===== config.mk =====
export PLATFORM = sky130hd
export DESIGN_NAME = rf_dump_reader
export DESIGN_NICKNAME = d
export VERILOG_FILES = /design/src/rtl/rf_dump_reader_pkg.sv /design/src/rtl/rf_dump_reader.sv
export SDC_FILE = /design/constraint.sdc
export NUM_CORES = 1
export LEC_CHECK = 0
export ABC_AREA = 1
export BUFFER_PORTS_ARGS = -buffer_cell sky130_fd_sc_hd__buf_2
export CORE_UTILIZATION = 50
export DETAILED_ROUTE_END_ITERATION = 6
export GPL_TIMING_DRIVEN = 0
export PLACE_DENSITY = 0.78
export SLEW_MARGIN = 10
export SYNTH_ARGS = -nofsm -noshare
export SYNTH_HDL_FRONTEND = slang
export SYNTH_SLANG_ARGS = --single-unit
export TNS_END_PERCENT = 10

===== constraint.sdc =====
create_clock -name clk -period 3.2 [get_ports clk]
set_clock_uncertainty 0.05 [all_clocks]
set_input_delay 0.64 -clock clk [delete_from_list [all_inputs] [get_ports clk]]
set_output_delay 0.64 -clock clk [all_outputs]
set_load 0.1 [all_outputs]

===== src/rtl/rf_dump_reader_pkg.sv =====
// rf_dump_reader_pkg
// Shared definitions for the register-file debug dump reader: the FSM state
// encoding, the number of data bytes per register word, and the byte-lane
// select that maps a byte position within one register's record onto either
// the index header or a big-endian slice of the captured word.
package rf_dump_reader_pkg;

  typedef enum logic [1:0] {
    ST_IDLE,
    ST_LOAD,
    ST_SEND,
    ST_DONE
  } state_t;

  localparam int DATA_BYTES = 4;

  // Byte position 0 is the index header when headers are enabled; the data
  // bytes then follow most-significant first, so the slice index is the
  // position with the header slot removed.
  function automatic logic [7:0] byte_lane(input logic [2:0]  byteCnt,
                                           input logic [31:0] snapshot,
                                           input logic [7:0]  idx,
                                           input logic        hdrEn);
    logic [2:0] dataPos;
    logic [7:0] laneByte;
    laneByte = '0;
    dataPos  = byteCnt - {2'b00, hdrEn};
    if (hdrEn && (byteCnt == 3'd0)) begin
      laneByte = idx;
    end else begin
      case (dataPos)
        3'd0:    laneByte = snapshot[31:24];
        3'd1:    laneByte = snapshot[23:16];
        3'd2:    laneByte = snapshot[15:8];
        3'd3:    laneByte = snapshot[7:0];
        default: laneByte = '0;
      endcase
    end
    return laneByte;
  endfunction

endpackage


===== src/rtl/rf_dump_reader.sv =====
// rf_dump_reader
// Read-only debug master for the register file's debug port. A start pulse
// in IDLE walks reg_sel over every register, captures each word in its own
// LOAD cycle and streams it out as bytes on a valid/ready interface (an
// optional index header byte first, then the word big-endian).
//
// Ports
//   clk       system clock, rising edge
//   clrn      asynchronous active-low reset
//   start     one-cycle dump request, honoured only in IDLE
//   reg_sel   register index presented to the RF debug port
//   reg_data  RF debug read data for reg_sel (combinational in the RF)
//   tx_data   stream byte
//   tx_valid  tx_data is valid
//   tx_ready  sink accepts the byte on a rising edge with tx_valid high
//   busy      high from the first LOAD through the DONE cycle
//   done      one-cycle pulse when the whole dump has been sent
module rf_dump_reader
  import rf_dump_reader_pkg::*;
#(
  parameter int NREGS  = 32,
  parameter int IDX_W  = 5,
  parameter int HDR_EN = 1
) (
  input  logic             clk,
  input  logic             clrn,
  input  logic             start,
  output logic [IDX_W-1:0] reg_sel,
  input  logic [31:0]      reg_data,
  output logic [7:0]       tx_data,
  output logic             tx_valid,
  input  logic             tx_ready,
  output logic             busy,
  output logic             done
);

  localparam int               BYTES     = DATA_BYTES + HDR_EN;
  localparam logic [2:0]       LAST_BYTE = 3'(BYTES - 1);
  localparam logic [IDX_W-1:0] LAST_IDX  = IDX_W'(NREGS - 1);

  state_t           r_state;
  state_t           w_nextState;
  logic [IDX_W-1:0] r_idx;
  logic [2:0]       r_byteCnt;
  logic [31:0]      r_snapshot;
  logic             w_accept;
  logic             w_lastByte;
  logic             w_lastReg;

  assign w_accept   = (r_state == ST_SEND) && tx_ready;
  assign w_lastByte = (r_byteCnt == LAST_BYTE);
  assign w_lastReg  = (r_idx == LAST_IDX);
  assign reg_sel    = r_idx;

  always_ff @(posedge clk or negedge clrn) begin
    if (!clrn) begin
      r_state <= ST_IDLE;
    end else begin
      r_state <= w_nextState;
    end
  end

  // All stream outputs are decoded from registered state only, so tx_ready
  // never reaches tx_data or tx_valid combinationally and a stalled byte
  // stays put until it is accepted.
  always_comb begin
    w_nextState = r_state;
    tx_valid    = 1'b0;
    tx_data     = '0;
    busy        = 1'b0;
    done        = 1'b0;
    case (r_state)
      ST_IDLE: begin
        if (start) begin
          w_nextState = ST_LOAD;
        end
      end
      ST_LOAD: begin
        busy        = 1'b1;
        w_nextState = ST_SEND;
      end
      ST_SEND: begin
        busy     = 1'b1;
        tx_valid = 1'b1;
        tx_data  = byte_lane(r_byteCnt, r_snapshot, 8'(r_idx), (HDR_EN != 0));
        if (w_accept && w_lastByte) begin
          w_nextState = w_lastReg ? ST_DONE : ST_LOAD;
        end
      end
      ST_DONE: begin
        busy        = 1'b1;
        done        = 1'b1;
        w_nextState = ST_IDLE;
      end
      default: w_nextState = ST_IDLE;
    endcase
  end

  // The word is captured only in LOAD, so RF writes after that edge do not
  // disturb the record being streamed while the CPU keeps running.
  always_ff @(posedge clk or negedge clrn) begin
    if (!clrn) begin
      r_idx      <= '0;
      r_byteCnt  <= '0;
      r_snapshot <= '0;
    end else begin
      case (r_state)
        ST_LOAD: begin
          r_snapshot <= reg_data;
          r_byteCnt  <= '0;
        end
        ST_SEND: begin
          if (w_accept) begin
            if (w_lastByte) begin
              r_byteCnt <= '0;
              if (!w_lastReg) begin
                r_idx <= r_idx + IDX_W'(1);
              end
            end else begin
              r_byteCnt <= r_byteCnt + 3'd1;
            end
          end
        end
        ST_DONE: begin
          r_idx <= '0;
        end
        default: ;
      endcase
    end
  end

endmodule

Yosys cells after proc, flatten, opt, wreduce, memory -nomap -nowiden
Cells that the tools add are included.
{ "word_totals": {"ff_bits": 42, "word_cells": 48} }
{ "classes": {"reduce_logical": 11, "eq_ne": 13, "add_sub_neg": 3, "n_mux": 17} }
{ "ops": {"columns": ["operator", "count"], "rows": [
  ["$pmux W8 S4", 1],
  ["$mux W8", 2],
  ["$mux W5", 3],
  ["$pmux W5 S2", 1],
  ["$ne A2 B2 Y1 const B", 4],
  ["$pmux W2 S4", 1],
  ["$eq A3 B2 Y1 const B", 2],
  ["$logic_not A3 Y1", 2],
  ["$mux W2", 3],
  ["$mux W3", 2],
  ["$pmux W3 S2", 1],
  ["$add A5 B1 Y5 const B", 1],
  ["$eq A5 B5 Y1 const B", 1],
  ["$eq A2 B2 Y1 const B", 2],
  ["$reduce_and A2 Y1", 2],
  ["$reduce_and A4 Y1", 1],
  ["$reduce_bool A2 Y1", 2],
  ["$add A3 B1 Y3 const B", 1],
  ["$eq A3 B1 Y1 const B", 1],
  ["$eq A3 B3 Y1 const B", 1],
  ["$mux W1", 3],
  ["$reduce_or A3 Y1", 1],
  ["$sub A3 B1 Y3 const B", 1],
  ["$eq A2 B1 Y1 const B", 1],
  ["other kinds (3)", 4]
]} }

Longest topological paths before layout
Gate-level depths: netlist of run 1.
{ "logic_depth": {"depth_word": 5, "ltp_mapped": 12} }

Least setup slack after synthesis of run 1
OpenSTA, ideal clock, no wires.
{ "synth_path": {"path_kind": "reg-to-output", "startpoint": "register r_state[1]", "endpoint": "output port tx_data[3]", "t_required_ns": 2.510, "path_buffers": 1, "stages_incl_launch_ff": 6, "arrival_ns": 2.754, "setup_slack_ns": -0.244, "path_cell_list": "dfrtp_1 -> inv_1 -> nor2_1 -> buf_2 -> o21ai_0 -> a21oi_1"} }
{ "synth_via": {"elab_chain_cells": 2} }
{ "synth_lines": {"columns": ["element", "line", "text"], "rows": [
  ["from (decl)", "rf_dump_reader.sv:41", "state_t r_state;"],
  ["from (signal assigned)", "rf_dump_reader.sv:59", "r_state <= w_nextState;"],
  ["$eq A2 B2 Y1", "rf_dump_reader.sv:72", "case (r_state)"],
  ["$mux W8", "rf_dump_reader.sv:72", null],
  ["to (decl)", "rf_dump_reader.sv:30", "output logic [7:0] tx_data,"]
]} }
No other way between the ends.

Worst setup path in the final report of run 1
{ "layout_path": {"startpoint": "register r_byteCnt[0]", "endpoint": "output port tx_data[2]"} }
{ "layout_via": {"elab_chain_cells": 5} }
{ "layout_lines": {"columns": ["element", "line", "text"], "rows": [
  ["from (decl)", "rf_dump_reader.sv:44", "logic [2:0] r_byteCnt;"],
  ["from (signal assigned)", "rf_dump_reader.sv:120", "r_byteCnt <= r_byteCnt + 3'd1;"],
  ["$sub A3 B1 Y3", "rf_dump_reader_pkg.sv:27", "dataPos = byteCnt - {2'b00, hdrEn};"],
  ["$eq A3 B2 Y1, or another cell as far along", "rf_dump_reader_pkg.sv:31", "case (dataPos)"],
  ["$pmux W8 S4", "rf_dump_reader_pkg.sv:31", null],
  ["$mux W8 *", "rf_dump_reader_pkg.sv:28", "if (hdrEn && (byteCnt == 3'd0)) begin"],
  ["$mux W8 *", "rf_dump_reader.sv:72", null]
]} }
Mark *: on every way between the ends. The rest lies on a longest branch, timed or not.

==> results of run 1 <==
[layout by cell type, fill, tap and decap left out]
cell type,count
buf_2,54
dfrtp_1,42
nand2_1,38
mux2_2,32
nand3_1,30
nor2_1,19
inv_1,17
o21ai_0,10
ha_1,8
clkbuf_8,6
a21oi_1,5
inv_2,3
nand4_1,3
buf_6,2
o21ai_1,2
a21oi_2,2
nor2_2,2
xor2_1,2
buf_4,2
clkbuf_2,1
nand2_2,1
a211oi_1,1
o211ai_1,1
nor3_1,1
clkinv_2,1
clkinvlp_4,1
clkbuf_4,1
[kinds of logic after synthesis]
family / after synthesis / synth area share
buf+inv: 29 / 0.06239
simple gates: 94 / 0.1860
xor+xnor: 2 / 0.008015
mux: 32 / 0.1649
fa+ha+maj: 8 / 0.04579
flops: 42 / 0.4808
compound gates: 21 / 0.05209
[area by class of cell]
type,instances,area [sq um],area share
Inverter,20,75.07,0.02880
Clock inverter,2,12.51,0.004801
Buffer,9,62.56,0.02400
Clock buffer,6,82.58,0.03169
Multi-Input combinational cell,157,1002,0.3845
Timing Repair Buffer,51,257.7,0.09890
Sequential cell,42,1051,0.4033
Tap cell,50,62.56,0.02400
[layer usage]
metal  up-vias  global-route usage
li1        873                   -
met1       856              0.3065
met2        38              0.4093
met3        11             0.04667
met4         0              0.1276
met5         -                   0
[path summary, 6_finish.rpt]
check | start | cells after the start | end | slack, ns
max | r_byteCnt[0]$_DFFE_PN0P_ | 12 | tx_data[2] | 0.22
min | clrn | 1 | r_snapshot[5]$_DFFE_PN0P_ | 0.42
max reg2reg | r_byteCnt[0]$_DFFE_PN0P_ | 8 | reg_sel[4]$_DFFE_PN0P_ | 1.40
min reg2reg | r_snapshot[6]$_DFFE_PN0P_ | 1 | r_snapshot[6]$_DFFE_PN0P_ | 0.46
max in group asynchronous | clrn | 1 | r_byteCnt[0]$_DFFE_PN0P_ | 2.13
min in group clk | r_snapshot[6]$_DFFE_PN0P_ | 1 | r_snapshot[6]$_DFFE_PN0P_ | 0.46
[registers in the layout, summed over array words and instances, names as in the netlist]
register    count
r_snapshot     32
r_state         2
reg_sel         5
r_byteCnt       3
[through the flow]
step	cells	util	power (uW)	hold WS, ns
after floorplan	228	-	2147	0.2944
after global placement	329	0.6136	2414	0.4384
after detailed placement	329	0.6136	2473	0.4438
after CTS	337	0.6369	2836	0.4519
after global routing	337	0.6378	3027	0.4800
final	337	0.6378	2839	0.4167
[critical path: stages, from the launching register on]
cell     delay (ns)
dfrtp_1        0.42
inv_1          0.12
ha_1           0.22
inv_1          0.05
nand2_1        0.04
nand2_1        0.08
buf_6          0.15
buf_6          0.15
nand3_1        0.07
nand2_1        0.07
nor2_1         0.05
a21oi_1        0.12
buf_2          0.44
[power by group through the flow]
stage / sequential, uW / clock (uW) / combinational, uW
floorplan: 1030 / 0 / 1120
global placement: 942 / 0 / 1470
detailed placement: 958 / 0 / 1520
CTS: 948 / 363 / 1520
global route: 979 / 394 / 1650
finish: 949 / 364 / 1530
==> results.md, run 1 <==
- Post-synth ARST share: 1.000
- Synthesized cell area: 2186 sq um
- FMAX: 335.3 MHz
- Worst IR Drop VDD: approximately 530 uV
- Final HPWL DP: 3556 um
- First-pass GRT wire length: between 8000 and 9000 um
- Synthesized instance count: 228
- Initial antenna violation count: 0
- Routed wl met3: 142 um
- EDFF count, synth: 0
- YS warnings: 0
- Final hold vios: 0
- Hold-fix buffers, CTS: 0
- Seq pwr share: 0.334
- Routed via count: between 1500 and 2000
- Final instance area: 2606 sq um
- Power Dens Cells: ~1100 nW/um^2
- Clock transition at the registers of the reported paths: approximately 0.090 ns
- Post-cts sizing count: 0
- Max Root-Sink Buffers: 2
- Placeable Area: 4086 sq um
- Dominant cells by area after synthesis: dfrtp_1 48%, mux2_2 16%, nand3_1 6.9%, nand2_1 6.5%, ha_1 4.6%
- Wirelength per Cell: roughly 15 um
- Clock Power Share: 0.128
- Logic pwr share: 0.537
- DRC Markers: 0
- Post-Syn Area per Cell: approximately 9.6 sq um
- Worst-Skew Late Latency: about 0.30 ns
- Startpoint types: flip-flop
- Worst setup EP type: output port
- Area after DPL: 2507 sq um
- Dominant cell type by area after synthesis: dfrtp_1
- Fin. max-slew vios: 0
- DR top layer: met4
- Share of layout cells above drive strength 1: 0.3763
- Hold WC Path Type: in -> async
- Required @ worst endpoint: about 2.5 ns
- M1 WL: 2216 um
- Vias in the first global route: between 1500 and 2000
- # rows: 23
- Gr ovfl total: 0
- CTS H-tree depth: 2
- Status: completed
- Die W: between 60 and 70 um
- Antenna Cells: 0
- Leakage: between 0.001 and 0.0015 uW
- Die H: a little under 70 um
- Crit path DAT: ~2.3 ns
- CTS Sinks: 42
- Most frequent cell after synthesis: dfrtp_1
- Post-DRT Antenna Nets: 0
- Root Driver: clkbuf_8
- Met2 WL: roughly 2400 um
- Post-synth net total: 272
- Endpoints failing setup: 0
- Total Wirelength: slightly below 5000 um
- Net Sw Frac: 0.4841
- DRT Pass-1 Iters: 4
- Sum of negative setup slack: 0 ns
- CTS tree: built
- Final Cycle Share: 0.9319
- Max-cap violations: 0
- Starting Density: 0.5349
- Total CTS buffers: 5
- Yosys top cell area share: 0.4808
- Post-CTS setup buffer count: 0
- PortBufs: 51
- Internal power: 1465 uW
- Vias per cell: roughly 5.3
- Largest net degree at the start of global routing: 43
- All-Layer GR Usage: 0.2477
- Final nets: between 300 and 400
- Worst-Margin Slew: about 0.90 ns
- Sequential area share after synthesis: 0.4808
- RSZ-0062 raised after global routing: false
- Area Overhead vs Synth: 19.23%
- Yosys cell types: 23
- Minimum clock period: just under 3 ns
- Die area: about 4600 sq um
- CP Class: reg -> out
- Fill cell count: between 300 and 400
- P_sw: 1374 uW
- Commonest cells post-synth: 42 x dfrtp_1, 38 x nand2_1, 32 x mux2_2
- Pre-CTS WS: slightly below 0.4 ns
- Final worst slack: approximately 0.22 ns
- Seq cells post-synth: 42
- Max Fanout on Critical Path: 10
- Top-level port count: 52
- Starting DRT DRC Count: between 70 and 80
- Main synth FF type: dfrtp_1
- Placer Congestion: approximately 0.84
- Max_slew headroom: 0.3979
Note: power is estimated with default switching activity, not from simulation.
==> inputs of run 2 (changes only) <==
--- a/config.mk
+++ b/config.mk
@@ -6,7 +6,7 @@
 export NUM_CORES = 1
 export LEC_CHECK = 0
 export ABC_AREA = 1
-export BUFFER_PORTS_ARGS = -buffer_cell sky130_fd_sc_hd__buf_2
+export BUFFER_PORTS_ARGS = -buffer_cell sky130_fd_sc_hd__buf_4
 export CORE_UTILIZATION = 50
 export DETAILED_ROUTE_END_ITERATION = 6
 export GPL_TIMING_DRIVEN = 0
==> run 2 against run 1 <==
Effect of this change: fmax rose by 0.27%; utilization rose by 2.8 points; cell count unchanged; first-iteration DRC count is 47% higher; die area unchanged; largest power group unchanged; highest routed layer unchanged.
==> results.md, run 2 (synthesis gave the netlist of run 1 again) <==
- Worst IR Drop VDD: 481.6 uV (-9.8%)
- Total Wirelength: 4757 um (-2.9%)
- Routed via count: 1769 (-0.51%)
- RSZ-0062 raised after global routing: false
- Fin. max-slew vios: 0 (unchanged)
- Startpoint types: flip-flop
- CTS Sinks: 42 (unchanged)
- Status: completed
- Final worst slack: 0.2260 ns (+0.008131 ns)
- Antenna Cells: 0 (unchanged)
- GR Util met1: 0.3234 (+0.01692)
- Worst-Skew Late Latency: 0.29 ns (about the same)
- Worst setup EP type: output port
- Max reg flops: 32 (unchanged)
- Top-level port count: 52 (unchanged)
- Die area: 4640 sq um (unchanged)
- Starting DRT DRC Count: 115 (+47%)
- Placeable Area: 4086 sq um (unchanged)
- Max-cap violations: 0 (unchanged)
- Starting Density: 0.5349 (unchanged)
- CP Class: reg -> out
- Post-CTS setup buffer count: 0 (unchanged)
- Hold WC Path Type: in -> async
- Most common cell after layout, fill and taps aside: buf_4
- Max Root-Sink Buffers: 2 (unchanged)
- Worst Hold Margin: 0.2733 ns (-0.1434 ns)
- Max Fanout on Critical Path: 10 (unchanged)
- # rows: 23 (unchanged)
- Final nets: 330 (unchanged)
- Initial antenna violation count: 0 (unchanged)
- R2R Setup Slk: 1.38 ns (-0.02 ns)
- Post-DRT Antenna Nets: 0 (unchanged)
- Worst-Margin Slew: 0.5236 ns (-0.3796 ns)
- FMAX: 336.2 MHz (+0.27%)
- Biggest register: r_snapshot
- Endpoints failing setup: 0 (unchanged)
- Area Overhead vs Synth: 24.56%
- DRT Pass-1 Iters: 4 (unchanged)
- Final hold vios: 0 (unchanged)
- Required @ worst endpoint: 2.51 ns (about the same)
- Minimum clock period: 2.974 ns (-0.008131 ns)
- Critical-path top delay cell: dfrtp_1
- DRC Markers: 0 (unchanged)
- Total CTS buffers: 5 (unchanged)
- Vias in the first global route: 1677 (-7.1%)
- Crit path cell chain: inv_1 -> ha_1 -> buf_1 -> o21ai_1 -> a21oi_2 -> inv_2 -> nor2_1 -> buf_4
- Pre-CTS WS: 0.5305 ns (+0.1416 ns)
- PortBufs: 51 (unchanged)
- Final Cycle Share: 0.9294 (-0.002541)
- Root Driver: clkbuf_8
- CTS H-tree depth: 2 (unchanged)
- Leakage: 0.001378 uW (+2.2%)
- Final HPWL DP: 3574 um (+0.51%)
- Global Route met2 Usage: 0.3603 (-0.04902)
- Share of layout cells above drive strength 1: 0.3728 (-0.003484)
- Vias per cell: 5.249 (-0.51%)
- All-Layer GR Usage: 0.2307 (-0.01694)
- Routing usage on met3: 0.04000 (-0.006667)
- First-pass GRT wire length: 7810 um (-4.1%)
- Most frequent cells in the layout: 53 x buf_4, 42 x dfrtp_1, 38 x nand2_1
- Die W: 68.12 um (unchanged)
- Die H: 68.12 um (unchanged)
- Largest net degree at the start of global routing: 43 (unchanged)
- Crit path DAT: 2.28 ns (about the same)
- Clock transition at the registers of the reported paths: 0.08 ns (about the same)
- CP peak stage delay: 0.43 ns (about the same)
- Wirelength per Cell: 14.12 um (-2.9%)
- CTS tree: built
- Gr ovfl total: 0 (unchanged)
- Max_slew headroom: 0.6509 (+0.2531)
- Layer with the highest usage: met2
- Power Dens Cells: 1047 nW/um^2 (-3.9%)
- Placer Congestion: 0.8724 (+3.4%)
==> run 2: changes by cell type in the layout (fill, tap and decap cells not counted), sizes merged <==
| cell | change |
|---|---|
| clkbuf | -3 |
| buf | +2 |
| inv | +1 |
| clkinvlp | -1 |
| clkinv | +1 |
==> run 2: final cells by class <==
cell class / count / area (sq um)
inverters: 20 / 75.07
repair buffers: 51 / 382.9
clock inverters: 3 / 18.77
multi-input cells: 157 / 1002
plain buffers: 9 / 61.31
well taps: 50 / 62.56
flip-flops and latches: 42 / 1051
clock buffers: 5 / 68.82
fillers: 349 / 1364
==> run 2: critical path, delay by kind of cell (launching register included) <==
kind,cells,cell delay (ns)
adders and majority gates,1,0.21
DFF,1,0.43
AOI/OAI and AO/OA,2,0.34
and+or+nand+nor,1,0.12
buffers and inverters,4,0.89
==> run 2: path summary, 6_finish.rpt <==
kind / from / endpoint / cells after the start
max: r_byteCnt[0]$_DFFE_PN0P_ / tx_data[7] / 8
min: clrn / r_snapshot[21]$_DFFE_PN0P_ / 1
max reg2reg: reg_sel[1]$_DFFE_PN0P_ / reg_sel[2]$_DFFE_PN0P_ / 9
min reg2reg: r_snapshot[11]$_DFFE_PN0P_ / r_snapshot[11]$_DFFE_PN0P_ / 1
max in group asynchronous: clrn / r_state[0]$_DFFE_PN0P_ / 1
min in group clk: r_snapshot[11]$_DFFE_PN0P_ / r_snapshot[11]$_DFFE_PN0P_ / 1
==> run 2: metrics by stage <==
step,total power [uW],area [sq um],util,std cells,setup TNS (ns)
2_1_floorplan,2147,2190,-,228,-0.8926
3_3_place_gp,2471,2635,0.6448,329,0
3_5_place_dp,2522,2635,0.6448,329,0
4_1_cts,2861,2723,0.6663,337,0
5_1_grt,3041,2723,0.6663,337,0
6_report,2850,2723,0.6663,337,0
==> run 2: repair_timing <==
item	in CTS	in global routing
hold endpoints to repair	0	0
hold buffers	0	0
endpoints found under the setup margin	0	1
resized for setup	0	1
==> run 2: power by group <==
group / internal (uW) / switching [uW] / total [uW]
clock: 154 / 184 / 337
combinational: 548 / 1010 / 1560
sequential: 785 / 166 / 951
==> run 2: routing by layer <==
metal,vias to the layer above,share of wire
li1,877,-
met1,844,0.47
met4,0,0.018
met3,8,0.033
met5,-,0
met2,40,0.48
==> inputs of run 3 (changes only) <==
--- a/config.mk
+++ b/config.mk
@@ -10,7 +10,7 @@
 export CORE_UTILIZATION = 50
 export DETAILED_ROUTE_END_ITERATION = 6
 export GPL_TIMING_DRIVEN = 0
-export PLACE_DENSITY = 0.78
+export PLACE_DENSITY = 0.83
 export SLEW_MARGIN = 10
 export SYNTH_ARGS = -nofsm -noshare
 export SYNTH_HDL_FRONTEND = slang
==> run 3 against run 2 <==
Effect of this change: fmax is 0.88% lower; critical endpoint is now tx_data[6]; utilization is 0.61 points higher; first-iteration DRC count is 35% higher; wire length hardly changed; count of clock-buffer cells in the layout is 1 higher; via count is 0.51% higher; register-to-register slack better by 0.04 ns; design area is 0.92% higher; worst hold slack worse by 0.0068 ns; sequential cell count stayed put; clock power is 27% higher.
==> results.md, run 3 (synthesis gave the netlist of run 1 again) <==
- Status: completed
- Max reg flops: 32 (unchanged)
- Setup crit start: r_byteCnt[0]$_DFFE_PN0P_
- Routing usage on met3: 0.05667 (+0.01667)
- Antenna Cells: 0 (unchanged)
- Placed insts: 329 (unchanged)
- Global Route met2 Usage: 0.3554 (-0.004902)
- Area Overhead vs Synth: 25.70%
- Minimum clock period: 3.000 ns (+0.02647 ns)
- First-pass GRT wire length: 7638 um (-2.2%)
- R2R Setup Slk: 1.42 ns (+0.04 ns)
- Starting Density: 0.5349 (unchanged)
- Placer Congestion: 0.8308 (-4.8%)
- GR Util met1: 0.3148 (-0.008538)
- Worst Hold Margin: 0.2665 ns (-0.006773 ns)
- Hold-fix buffers, CTS: 0 (unchanged)
- Wirelength per Cell: 14.16 um (+0.34%)
- # rows: 23 (unchanged)
- Biggest register: r_snapshot
- Starting DRT DRC Count: 155 (+35%)
- Top-level port count: 52 (unchanged)
- PortBufs: 51 (unchanged)
- R2r endpoint: reg_sel[2]$_DFFE_PN0P_
- Fin. max-slew vios: 0 (unchanged)
- Final HPWL DP: 3487 um (-2.4%)
- All-Layer GR Usage: 0.2307 (unchanged)
- Worst-Margin Slew: 0.5189 ns (-0.004646 ns)
- Worst IR Drop VDD: 478.7 uV (-0.60%)
- Placeable Area: 4086 sq um (unchanged)
- Share of layout cells above drive strength 1: 0.3706 (-0.002193)
- Required @ worst endpoint: 2.51 ns (about the same)
- Crit path DAT: 2.31 ns (+0.03 ns)
- Final hold vios: 0 (unchanged)
- Post-cts sizing count: 0 (unchanged)
- Most common cell after layout, fill and taps aside: buf_4
- Worst-Skew Late Latency: 0.29 ns (about the same)
- Worst setup EP type: output port
- CTS Sinks: 42 (unchanged)
- Endpoints failing setup: 0 (unchanged)
- RSZ-0062 raised after global routing: false
- Post-CTS setup buffer count: 0 (unchanged)
- Routed via count: 1778 (+0.51%)
- Vias per cell: 5.292 (+0.81%)
- Root Driver: clkbuf_8
- CP endpoint: tx_data[6]
- Die area: 4640 sq um (unchanged)
- Sum of negative setup slack: 0 ns (unchanged)
- Initial antenna violation count: 0 (unchanged)
- CTS H-tree depth: 2 (unchanged)
- RR Startpoint: reg_sel[0]$_DFFE_PN0P_
- Startpoint types: flip-flop
- Die W: 68.12 um (unchanged)
- DRT Pass-1 Iters: 4 (unchanged)
- Max Fanout on Critical Path: 10 (unchanged)
- Max-cap violations: 0 (unchanged)
- Largest net degree at the start of global routing: 43 (unchanged)
- Max_slew headroom: 0.6540 (+0.003097)
- Total Wirelength: 4759 um (about the same)
- FMAX: 333.3 MHz (-0.88%)
- Final nets: 330 (unchanged)
- Most frequent cells in the layout: 53 x buf_4, 42 x dfrtp_1, 38 x nand2_1
- Power Dens Cells: 1071 nW/um^2 (+2.4%)
- Total CTS buffers: 5 (unchanged)
- FF-to-FF path depth: 9 (unchanged)
- Max Root-Sink Buffers: 2 (unchanged)
- Post-DRT Antenna Nets: 0 (unchanged)
- Gr ovfl total: 0 (unchanged)
- Die H: 68.12 um (unchanged)
- Leakage: 0.001387 uW (+0.65%)
- DRC Markers: 0 (unchanged)
- Layer with the highest usage: met2
- CP Class: reg -> out
- Clock transition at the registers of the reported paths: 0.08 ns (about the same)
- CTS tree: built
- Final Cycle Share: 0.9376 (+0.008270)
- Non-filler cells, final: 336 (-0.30%)
- Hold WC Path Type: in -> async
- Vias in the first global route: 1634 (-2.6%)
run 3: changes by cell type in the layout (fill, tap and decap cells not counted):
cell,change
clkinv_2,-2
buf_1,-1
bufinv_16,+1
clkbuf_1,+1
clkbuf_8,+1
inv_6,-1
run 3: where the power goes:
group          internal, uW  total, uW  switching [uW]
clock network           250        429             179
registers               785        951             166
logic                   548       1560            1020
total                  1580       2940            1360
run 3: routing by layer:
layer | vias up | share of wire
met5 | - | 0
met4 | 0 | 0.019
met3 | 8 | 0.052
met2 | 56 | 0.47
met1 | 840 | 0.45
li1 | 874 | -
run 3: final cells by class:
cell class | count | area, sq um
clock buffer | 6 | 82.58
inverter | 20 | 75.07
fill | 327 | 1339
tap | 50 | 62.56
sequential | 42 | 1051
multi-input combinational | 157 | 1002
clock inverter | 1 | 30.03
buffer | 9 | 61.31
timing repair buffer | 51 | 382.9
run 3: worst min-delay path by stage:
stage / from / slack [ns] / end / depth (start not counted)
global route: clrn / 0.30 / r_snapshot[30]$_DFFE_PN0P_ / 1
finish: clrn / 0.27 / r_snapshot[30]$_DFFE_PN0P_ / 1
global placement: r_snapshot[0]$_DFFE_PN0P_ / 0.44 / r_snapshot[0]$_DFFE_PN0P_ / 1
floorplan: clrn / 0.29 / r_byteCnt[0]$_DFFE_PN0P_ / 0
CTS: clrn / 0.29 / r_snapshot[31]$_DFFE_PN0P_ / 1
detailed placement: r_snapshot[4]$_DFFE_PN0P_ / 0.44 / r_snapshot[4]$_DFFE_PN0P_ / 1
run 3: worst max-delay path, stage by stage, from the launching register on:
cell and delay (ns):
dfrtp_1 0.42, inv_1 0.17, ha_1 0.22, clkbuf_1 0.38
o21ai_1 0.15, a21oi_2 0.20, inv_2 0.06, nor2_1 0.10
buf_4 0.29
run 3: metrics by stage:
stage                     power (uW)  worst slack [ns]  utilization  cell area (sq um)
after floorplan                 2147           -0.2436            -               2190
after global placement          2465            0.5819       0.6448               2635
after detailed placement        2518            0.5742       0.6448               2635
after CTS                       2952            0.2168       0.6724               2748
after global routing            3126           0.05266       0.6724               2748
final                           2944            0.1995       0.6724               2748
